===== config.mk =====
export PLATFORM = sky130hd
export DESIGN_NAME = alu_arbiter
export DESIGN_NICKNAME = d
export VERILOG_FILES = /design/src/rtl/alu_arbiter.sv
export SDC_FILE = /design/constraint.sdc
export NUM_CORES = 1
export LEC_CHECK = 0
export CAP_MARGIN = 20
export CORE_MARGIN = 2
export CORE_UTILIZATION = 42
export DETAILED_ROUTE_END_ITERATION = 10
export PLACE_DENSITY_LB_ADDON = 0.1
export SETUP_SLACK_MARGIN = 0.4
export SLEW_MARGIN = 20
export SYNTH_ARGS = -nofsm -noshare
export SYNTH_HDL_FRONTEND = slang
export SYNTH_SLANG_ARGS = --single-unit

===== constraint.sdc =====
create_clock -name clk -period 1.7 [get_ports clk]
set_input_delay 0.425 -clock clk [delete_from_list [all_inputs] [get_ports clk]]
set_output_delay 0.425 -clock clk [all_outputs]
set_load 0.1 [all_outputs]

===== src/rtl/alu_arbiter.sv =====
// Round-robin controller that time-shares one small combinational ALU between two clients.
// Operands are registered onto the ALU, held for ALU_LAT cycles, then the result is captured.
module alu_arbiter #(
    parameter int ALU_LAT = 1
) (
    input  logic       clk,
    input  logic       rst_n,
    input  logic       req0,
    input  logic [1:0] op0,
    input  logic [2:0] a0,
    input  logic [2:0] b0,
    input  logic       req1,
    input  logic [1:0] op1,
    input  logic [2:0] a1,
    input  logic [2:0] b1,
    output logic       gnt0,
    output logic       gnt1,
    output logic       done0,
    output logic       done1,
    output logic [3:0] result,
    output logic       busy,
    output logic [1:0] alu_sel,
    output logic [2:0] alu_a,
    output logic [2:0] alu_b,
    input  logic [3:0] alu_q
);

    localparam logic [1:0] IDLE = 2'd0;
    localparam logic [1:0] EXEC = 2'd1;
    localparam logic [1:0] DONE = 2'd2;

    localparam logic [3:0] LAT = 4'(ALU_LAT);

    logic [1:0] state;
    logic [3:0] settle_cnt;
    logic       owner;
    logic       prio;
    logic       pick1;

    // prio high means client 1 wins a tie
    always_comb begin
        pick1 = req1 && (!req0 || prio);
    end

    assign busy = (state != IDLE);

    always_ff @(posedge clk or negedge rst_n) begin
        if (!rst_n) begin
            state      <= IDLE;
            settle_cnt <= 4'd0;
            owner      <= 1'b0;
            prio       <= 1'b0;
            gnt0       <= 1'b0;
            gnt1       <= 1'b0;
            done0      <= 1'b0;
            done1      <= 1'b0;
            result     <= 4'h0;
            alu_sel    <= 2'b00;
            alu_a      <= 3'b000;
            alu_b      <= 3'b000;
        end else begin
            gnt0  <= 1'b0;
            gnt1  <= 1'b0;
            done0 <= 1'b0;
            done1 <= 1'b0;
            case (state)
                IDLE: begin
                    if (req0 || req1) begin
                        owner      <= pick1;
                        alu_sel    <= pick1 ? op1 : op0;
                        alu_a      <= pick1 ? a1 : a0;
                        alu_b      <= pick1 ? b1 : b0;
                        settle_cnt <= LAT;
                        gnt0       <= !pick1;
                        gnt1       <= pick1;
                        state      <= EXEC;
                    end
                end
                EXEC: begin
                    settle_cnt <= settle_cnt - 4'd1;
                    if (settle_cnt == 4'd1) begin
                        result <= alu_q;
                        done0  <= !owner;
                        done1  <= owner;
                        state  <= DONE;
                    end
                end
                DONE: begin
                    prio  <= !owner;
                    state <= IDLE;
                end
                default: state <= IDLE;
            endcase
        end
    end

endmodule

==> metrics.txt <==
Iteration-0 DRC Markers=13; latest clock arrival within the worst-skew pair=0.31 ns; max cap viols=0; RR Endpoint=settle_cnt[3]; endpoint type of the worst setup path=primary output; area of the die=0.00293 mm^2; fraction of layout cells with a size suffix above 1=52.9%; Crit path largest cell delay=0.45 ns; largest net degree at the start of global routing=25; # setup viols final=0; WP data required=1.27 ns; clock slew at reported path FFs=0.13 ns; sum of negative setup slack=0 ns; status=completed; initial antenna violation count=0; via count=975; crit path DAT=1.14 ns; Post-route DRC=0; count leader, synth=dfrtp_1; Seq cells post-synth=24; pre-CTS WS=-0.0461 ns; final worst slack=0.135 ns; Final period util=92.1%; Sink Count=24; EDFF count, synth=0; RSZ-0062 raised after global routing=true; CP Launch Type=flop; FF-to-FF path depth=5; Syn. warnings=0; core box area=0.00243 mm^2; cells after synthesis=93; Wirelength per Cell=16.9 um; Antenna Nets Post-Route=0; # rows=18; Starting Density=43.4%; Synth Net Count=119; syn avg cell area=11.4 um^2; Overall Global Routing Usage=22.7%; Post-Route WL=3130 um; post-layout util=81.7%; hold buffer count at CTS=0; 1st-pass router iterations=4; vias in the first global route=1025; post-synth top area share=56.9%; synth top area cells=dfrtp_1 (57%), a221o_1 (7.6%), mux2_2 (4.3%); Top FF cell, synth=dfrtp_1; Port Buffer Count=40; NumNets Final=182; Peak Freq=639 MHz; post-synth top area cell=dfrtp_1; CTS tree=built; DR vias/cell=5.27; DIE WIDTH=54.1 um; worst setup path category=flop to primary output; final hold vios=0; post-route minimum period=1.57 ns; Root Buffer Master=clkbuf_4; Critical-path top delay cell=dfrtp_1; RD Place Congestion=0.761; ant diodes=0; Layout Skew=0.00419 ns; cells along the critical path=nor2_4, inv_2, buf_12; post-synthesis cell type count=28; commonest cells in the netlist=dfrtp_1 (24), nand2_1 (11), a221o_1 (8), nor3_1 (8), nor2_1 (5); Cell Area, Synth=0.00106 mm^2; Longest Clk Path Bufs=2; reg-to-reg setup timing slack=0.25 ns; Hold Crit Class=input port to asynchronous set/reset pin; Final Max Slew Viols=0; P&R area growth vs syn=88.2%; first-pass GRT wire length=4660 um; Crit Path Max Fanout=2; reg2reg start=state[0]; Slew @ Worst Pin=0.311 ns; Rel. slew slack=79.3%; CTS H-tree lvls=1; die height=54.1 um; CTS buffer count=3; Ports=41; Seq/Total Area, Yosys=56.9%; Post-synth ARST share=100%; DP Wirelength=1880 um; gr ovfl total=0
==> layout make-up <==
type | count | area, um^2
Tap cell | 30 | 37.5
Multi-Input combinational cell | 60 | 505
Inverter | 4 | 15.0
Sequential cell | 24 | 621
Timing Repair Buffer | 63 | 772
Fill cell | 160 | 445
Clock buffer | 4 | 36.3
==> how the worst max path moves through the flow <==
stage / slack, ns / endpoint / from / cells after the start
floorplan: 0.40 / result[0] / settle_cnt[0] / 4
global placement: -0.02 / alu_sel[1] / req0 / 4
detailed placement: -0.05 / alu_sel[0] / req0 / 4
CTS: 0.17 / busy / state[1] / 3
global route: 0.11 / busy / state[1] / 3
finish: 0.13 / busy / state[1] / 3
==> cells in the final DEF, fill, tap and decap left out, drive strengths merged, types with 4 or more instances in the layout <==
cell and instances:
o21ai 5, inv 4, nor2 6, buf 40, dfrtp 24, clkbuf 4, nand2 11, a221o 8
clkdlybuf4s50 21, nor3 8, mux2 4
==> registers in the layout, indices dropped and copies added (netlist names) <==
| name | cells |
|---|---|
| alu_a | 3 |
| alu_b | 3 |
| alu_sel | 2 |
| done0 | 1 |
| done1 | 1 |
| gnt0 | 1 |
| gnt1 | 1 |
| owner | 1 |
| prio | 1 |
| result | 4 |
| settle_cnt | 4 |
| state | 2 |
==> critical path: cells and delay by family (launching register included) <==
kind | cells | cell delay [ns]
buffers and inverters | 2 | 0.23
AND/OR/NAND/NOR | 1 | 0.14
flip-flops | 1 | 0.45
==> cell families (layout without fill, tap and decap cells) <==
group | after synthesis | in the layout | share of synthesized area (%)
muxes | 5 | 5 | 5.21
xor gates and xnor gates | 1 | 1 | 0.830
and+or+nand+nor | 36 | 36 | 18.6
DFF | 24 | 24 | 56.9
AOI/OAI and AO/OA | 16 | 16 | 11.8
adders and majority gates | 2 | 2 | 2.37
buffers and inverters | 9 | 71 | 4.26
==> layer usage <==
metal	vias up	wire length (um)	global-route usage [%]
met5	-	0	0
met3	6	146	4.44
met2	36	1670	40.6
li1	450	-	-
met1	483	1260	26.3
met4	0	49	9.17
==> per-stage QoR <==
stage / hold slack [ns] / area (um^2) / instances
final: 0.459 / 1990 / 185
after detailed placement: 0.480 / 1720 / 165
after global placement: 0.470 / 1720 / 165
after CTS: 0.461 / 1880 / 180
after floorplan: 0.129 / 1080 / 93
after global routing: 0.482 / 1990 / 185
==> timing repair <==
action,CTS,global route
pin swaps,2,2
setup buffers,11,5
resized for setup,12,21
setup endpoints to repair,29,34
Power is not shown: default switching activity piles up to over one toggle a cycle in this logic, so the estimate is an artifact.
